==> src/rtl/mux_buffered.sv <==
// N-way data mux joining an index channel with the selected input into a 2-slot elastic output stage.
// Latency: 1 cycle fire-to-outs_valid. Backpressure: readies depend only on the registered skid-full flag,
// never on outs_ready. Optional MUX_SEL_TAG_EN adds an outs_index tag stored alongside each token.
module mux_buffered #(
  parameter int SIZE        = 2,
  parameter int DATA_TYPE   = 32,
  parameter int SELECT_TYPE = 2
) (
  input  logic                        clk,
  input  logic                        rst,
  input  logic [SIZE*DATA_TYPE-1:0]   ins,
  input  logic [SIZE-1:0]             ins_valid,
  output logic [SIZE-1:0]             ins_ready,
  input  logic [SELECT_TYPE-1:0]      index,
  input  logic                        index_valid,
  output logic                        index_ready,
  output logic [DATA_TYPE-1:0]        outs,
  output logic                        outs_valid,
  input  logic                        outs_ready
`ifdef MUX_SEL_TAG_EN
  ,
  output logic [SELECT_TYPE-1:0]      outs_index
`endif
);

  logic                 m_full_q, m_full_d;
  logic                 s_full_q, s_full_d;
  logic [DATA_TYPE-1:0] m_dat_q, m_dat_d;
  logic [DATA_TYPE-1:0] s_dat_q, s_dat_d;
`ifdef MUX_SEL_TAG_EN
  logic [SELECT_TYPE-1:0] m_tag_q, m_tag_d;
  logic [SELECT_TYPE-1:0] s_tag_q, s_tag_d;
`endif

  logic                 in_range;
  logic                 sel_vld;
  logic [DATA_TYPE-1:0] sel_dat;
  logic                 buf_ready;
  logic                 fire;
  logic                 drain;
  logic                 m_free;

  // buf_ready is a pure function of registered state, keeping outs_ready off the input ready path
  assign buf_ready = ~s_full_q;
  assign in_range  = ({1'b0, index} < (SELECT_TYPE + 1)'(SIZE));

  always_comb begin
    sel_dat = '0;
    sel_vld = 1'b0;
    for (int i = 0; i < SIZE; i++) begin
      if (index == SELECT_TYPE'(i)) begin
        sel_dat = ins[i*DATA_TYPE +: DATA_TYPE];
        sel_vld = ins_valid[i];
      end
    end
  end

  assign fire        = index_valid & in_range & sel_vld & buf_ready;
  assign index_ready = fire | (index_valid & ~in_range);
  assign drain       = m_full_q & outs_ready;
  assign m_free      = ~m_full_q | drain;

  always_comb begin
    ins_ready = '0;
    for (int i = 0; i < SIZE; i++) begin
      ins_ready[i] = fire && (index == SELECT_TYPE'(i));
    end
  end

  always_comb begin
    m_full_d = m_full_q;
    s_full_d = s_full_q;
    m_dat_d  = m_dat_q;
    s_dat_d  = s_dat_q;
`ifdef MUX_SEL_TAG_EN
    m_tag_d  = m_tag_q;
    s_tag_d  = s_tag_q;
`endif
    // A full skid slot blocks fire, so promotion and capture never collide
    if (drain && s_full_q) begin
      m_dat_d  = s_dat_q;
      s_full_d = 1'b0;
`ifdef MUX_SEL_TAG_EN
      m_tag_d  = s_tag_q;
`endif
    end else if (fire && m_free) begin
      m_full_d = 1'b1;
      m_dat_d  = sel_dat;
`ifdef MUX_SEL_TAG_EN
      m_tag_d  = index;
`endif
    end else if (drain) begin
      m_full_d = 1'b0;
    end
    if (fire && !m_free) begin
      s_full_d = 1'b1;
      s_dat_d  = sel_dat;
`ifdef MUX_SEL_TAG_EN
      s_tag_d  = index;
`endif
    end
  end

  always_ff @(posedge clk or negedge rst) begin
    if (!rst) begin
      m_full_q <= 1'b0;
      s_full_q <= 1'b0;
      m_dat_q  <= '0;
      s_dat_q  <= '0;
`ifdef MUX_SEL_TAG_EN
      m_tag_q  <= '0;
      s_tag_q  <= '0;
`endif
    end else begin
      m_full_q <= m_full_d;
      s_full_q <= s_full_d;
      m_dat_q  <= m_dat_d;
      s_dat_q  <= s_dat_d;
`ifdef MUX_SEL_TAG_EN
      m_tag_q  <= m_tag_d;
      s_tag_q  <= s_tag_d;
`endif
    end
  end

  assign outs       = m_dat_q;
  assign outs_valid = m_full_q;
`ifdef MUX_SEL_TAG_EN
  assign outs_index = m_tag_q;
`endif

endmodule
==> config.mk <==
export PLATFORM = sky130hd
export DESIGN_NAME = mux_buffered
export DESIGN_NICKNAME = d
export VERILOG_FILES = /design/src/rtl/mux_buffered.sv
export SDC_FILE = /design/constraint.sdc
export NUM_CORES = 1
export LEC_CHECK = 0
export CAP_MARGIN = 40
export CORE_MARGIN = 3
export CORE_UTILIZATION = 30
export CTS_CLUSTER_DIAMETER = 60
export DETAILED_ROUTE_END_ITERATION = 16
export GPL_TIMING_DRIVEN = 0
export MAX_ROUTING_LAYER = met4
export SYNTH_ARGS = -nofsm -noshare
export SYNTH_HDL_FRONTEND = slang
export SYNTH_SLANG_ARGS = --single-unit
==> constraint.sdc <==
create_clock -name clk -period 1.8 [get_ports clk]
set_input_delay 0.18 -clock clk [delete_from_list [all_inputs] [get_ports clk]]
set_output_delay 0.18 -clock clk [all_outputs]
set_load 0.005 [all_outputs]
==> results.md <==
| Item | Value |
|:---|:---|
| Clock share of power | 23.0% |
| Worst-case headroom to the max-slew limit | 42.8% |
| Placeable core area | 10600 um2 |
| Part of the power in registers | 42.2% |
| Transition time at the pin with the least slew margin | 0.858 ns |
| Worst setup skew after layout | 0.00623 ns |
| Share of total power in combinational logic | 34.8% |
| CTS sink cnt | 66 |
| Later-pin clock latency in the skew report | 0.34 ns |
| Overall Power | 5.38 mW |
| Most prevalent standard cell on the critical path | sky130_fd_sc_hd__buf_4 |
| Clock input transition at the sequential cells of the worst setup and hold paths | 0.07 ns |
| Area share of the leading cell type in the synthesized netlist | 49.7% |
| Worst ir drop on vdd | 464 uV |
| Final period demand of the worst path | 1.69 ns |
| Final worst hold slack | 0.311 ns |
| Fraction of layout cells with a size suffix above 1 | 17.1% |
| Global-route wire length before repair | 14.5 mm |
| Average via count per standard cell | 4.73 |
| Starting Density | 31.5% |
| Power dissipated by switching net loads | 1.49 mW |
| Hold Vio Cnt, Final | 0 |
| Area added between synthesis and finish | 44.8% |
| Synthesized Nets | 369 |
| Num CTS Buffers | 9 |
| Total of warnings raised by yosys | 0 |
| Worst setup slack after layout | 0.106 ns |
| Count of placed standard cells in the final layout, fillers left out | 557 |
| Number of synthesized register bits | 66 |
| Fmax achieved | 590 MHz |
| Number of input and output port buffers inserted | 105 |
| Max H-tree Level | 3 |
| RSZ-0062 raised after global routing | true |
| Static leakage power | 2.20 nW |
| Largest net degree at the start of global routing | 67 |
| Combined area of all synthesized cells | 3320 um2 |
| CP max-delay cell | sky130_fd_sc_hd__dfrtp_1 |
| Worst-path fanout max | 3 |
| Number of distinct library cells after synthesis | 18 |
| Post-synthesis cell count | 297 |
| Overall die area | 12400 um2 |
| Share of cell area taken by muxes after synthesis | 24.3% |
| Top cell type by total area after synthesis | sky130_fd_sc_hd__dfrtp_1 |
| Maximum count of clock buffers along a single path | 2 |
| Width of the die | 111 um |
| Adder and majority cell fraction of the synthesized area | 0% |
| Post-placement setup slack | -0.242 ns |
| Worst path buffer plus inverter count | 3 |
| Design internal power | 3.89 mW |
| Worst path arrival time | 1.51 ns |
| Number of max-slew violations in the final report | 0 |
| Height of the die | 111 um |
| Kind of critical path | reg2out |
| Drt wl/cell | 15.6 um |
| DP HPWL | 6.16 mm |
| Routed vias | 2633 |
| Startpoint types | flop |
| Detailed Routing Iterations Pass 1 | 4 |
| Period Utilization, post-route | 94.1% |
| Total grt overflow | 0 |
| Sequence of cells on the critical path | nor3b_4 -> buf_4 -> nand2_2 -> buf_4 -> nor2_1 -> clkbuf_2 |
| Data required time of the worst path | 1.62 ns |
| Leading cell types by total area after synthesis | sky130_fd_sc_hd__dfrtp_1 50%, sky130_fd_sc_hd__mux2_4 14%, sky130_fd_sc_hd__mux2i_1 9.6% |
| Finished Core Util | 45.6% |
| Launch point of the worst hold path | index[0] |
| Initial DRC count | 92 |
| Antenna diode instance count | 0 |
| Total number of nets in the final design | 490 |
| FP Rows | 37 |
| Startpoint of the worst setup timing path | s_full_q |
| Status | completed |
| Area fraction in compound gates after synthesis | 8.92% |
| Sequential element share of the synthesized area | 49.7% |
| Source of the worst register-to-register timing path | s_full_q |
| Routability congestion estimate | 0.771 |
| Cell at the root of the clock tree | sky130_fd_sc_hd__clkbuf_8 |
| Max-cap check violation count | 0 |
| Final setup violating endpoints | 0 |
| Global router's overall resource usage | 14.8% |
| I/O pin total | 108 |
| Post-Place Cells | 538 |
| Sw frac | 27.7% |
| Share of the synthesized netlist area taken by xor and xnor gates | 0% |
| Vias in the first global route | 2784 |
| Biggest cell delay along the critical path | 0.41 ns |
| Kind of end point of the critical path | primary output |
| Power Density | 1120 nW/um2 |
| Family with the most delay on the worst path | flip-flops |
| Post-Synthesis Mean Instance Area | 11.2 um2 |
| Number of antenna violations at the first check in global routing | 0 |
| Clock tree from TritonCTS | yes |
| Remaining design rule violation count | 0 |
| Remaining number of nets flagged by the antenna check after routing | 0 |
| Detailed Route WL | 8.71 mm |
| Fraction of the mapped netlist area in simple logic gates | 9.49% |
| Min-Delay Path Class | in2reg |
| Main combinational cell family by area after synthesis | multiplexers |
metrics by stage:
step / setup TNS, ns / instance area [um2]
after floorplan: 0 / 3320
after global placement: -121.80 / 4540
after detailed placement: -11.59 / 4540
after CTS: 0 / 4780
after global routing: -0.00128 / 4810
final: 0 / 4810
synthesized netlist by cell type:
| cell type | n |
|---|---|
| sky130_fd_sc_hd__clkbuf_1 | 11 |
| sky130_fd_sc_hd__nand3_1 | 4 |
| sky130_fd_sc_hd__and3b_1 | 1 |
| sky130_fd_sc_hd__a22oi_1 | 1 |
| sky130_fd_sc_hd__inv_1 | 33 |
| sky130_fd_sc_hd__nand2b_1 | 1 |
| sky130_fd_sc_hd__a31o_2 | 1 |
| sky130_fd_sc_hd__buf_2 | 6 |
| sky130_fd_sc_hd__dfrtp_1 | 66 |
| sky130_fd_sc_hd__buf_6 | 5 |
| sky130_fd_sc_hd__mux2i_1 | 32 |
| sky130_fd_sc_hd__nor2_1 | 33 |
| sky130_fd_sc_hd__mux2_4 | 31 |
| sky130_fd_sc_hd__mux2_2 | 2 |
| sky130_fd_sc_hd__and3_1 | 2 |
| sky130_fd_sc_hd__nand2_1 | 35 |
| sky130_fd_sc_hd__nor3b_2 | 1 |
| sky130_fd_sc_hd__o221ai_1 | 32 |
cell usage in the layout, fill, tap and decap left out, drive strengths merged:
cell,n
mux2i,32
clkinv,2
a31o,1
dlygate4sd3,1
clkdlybuf4s50,101
nand2,35
dlygate4sd2,2
a22oi,1
nor2,33
nand2b,1
nand3,4
o221ai,32
clkbuf,20
dfrtp,66
mux2,33
nor3b,1
bufinv,1
and3b,1
buf,19
and3,2
inv,33
tightest hold or removal path, stage by stage:
cell	delay (ns)
sky130_fd_sc_hd__buf_6	0.13
sky130_fd_sc_hd__mux2i_1	0.10
sky130_fd_sc_hd__o221ai_1	0.19
power groups by stage:
stage / clock network, mW / registers [mW] / logic, mW
final: 1.24 / 2.27 / 1.87
after global routing: 1.34 / 2.35 / 2.04
after CTS: 1.28 / 2.27 / 1.89
after detailed placement: 0 / 2.29 / 1.84
after global placement: 0 / 2.28 / 1.81
after floorplan: 0 / 2.28 / 0.777
final cells by class:
cell class	instances	area, um2
Sequential cell	66	1650
Fill cell	1009	5740
Tap cell	136	170
Buffer	21	155
Multi-Input combinational cell	176	1430
Clock buffer	11	151
Inverter	33	124
Timing Repair Buffer	111	1090
Clock inverter	3	40.0
path summary, 6_finish.rpt:
| kind | slack (ns) | cells after the start | endpoint |
|---|---|---|---|
| max in group asynchronous | 0.74 | 2 | outs[16] |
| worst min-delay path | 0.31 | 3 | outs[0] |
| worst max register to register | 0.11 | 6 | s_dat_q[15] |
| min in group asynchronous | 0.50 | 2 | outs[0] |
| worst min register to register | 0.49 | 2 | outs[28] |
| worst max-delay path | 0.11 | 6 | ins_ready[0] |
layer usage:
layer | up-vias | track usage, % | share of wire (%)
met5 | - | - | 0
met4 | 0 | 2.92 | 1.0
met3 | 8 | 4.86 | 6.1
met2 | 73 | 23.8 | 49
met1 | 1289 | 18.5 | 44
li1 | 1263 | - | -
kinds of logic after synthesis:
group | count (synthesis)
simple gates | 77
buf+inv | 55
compound gates | 34
flops | 66
mux | 65
sequential cells by signal, summed over array words and instances (netlist names):
signal      cells
outs           32
s_dat_q        32
outs_valid      1
s_full_q        1
what timing repair did:
item                       CTS  global route
setup endpoints to repair    3            63
gates cloned                 0             0
hold endpoints to repair    55             0
gates resized for setup      6            17
setup buffers                4             1
hold buffers                 1             0
pin swaps                    2             1
(Power assumes the default switching activity.)
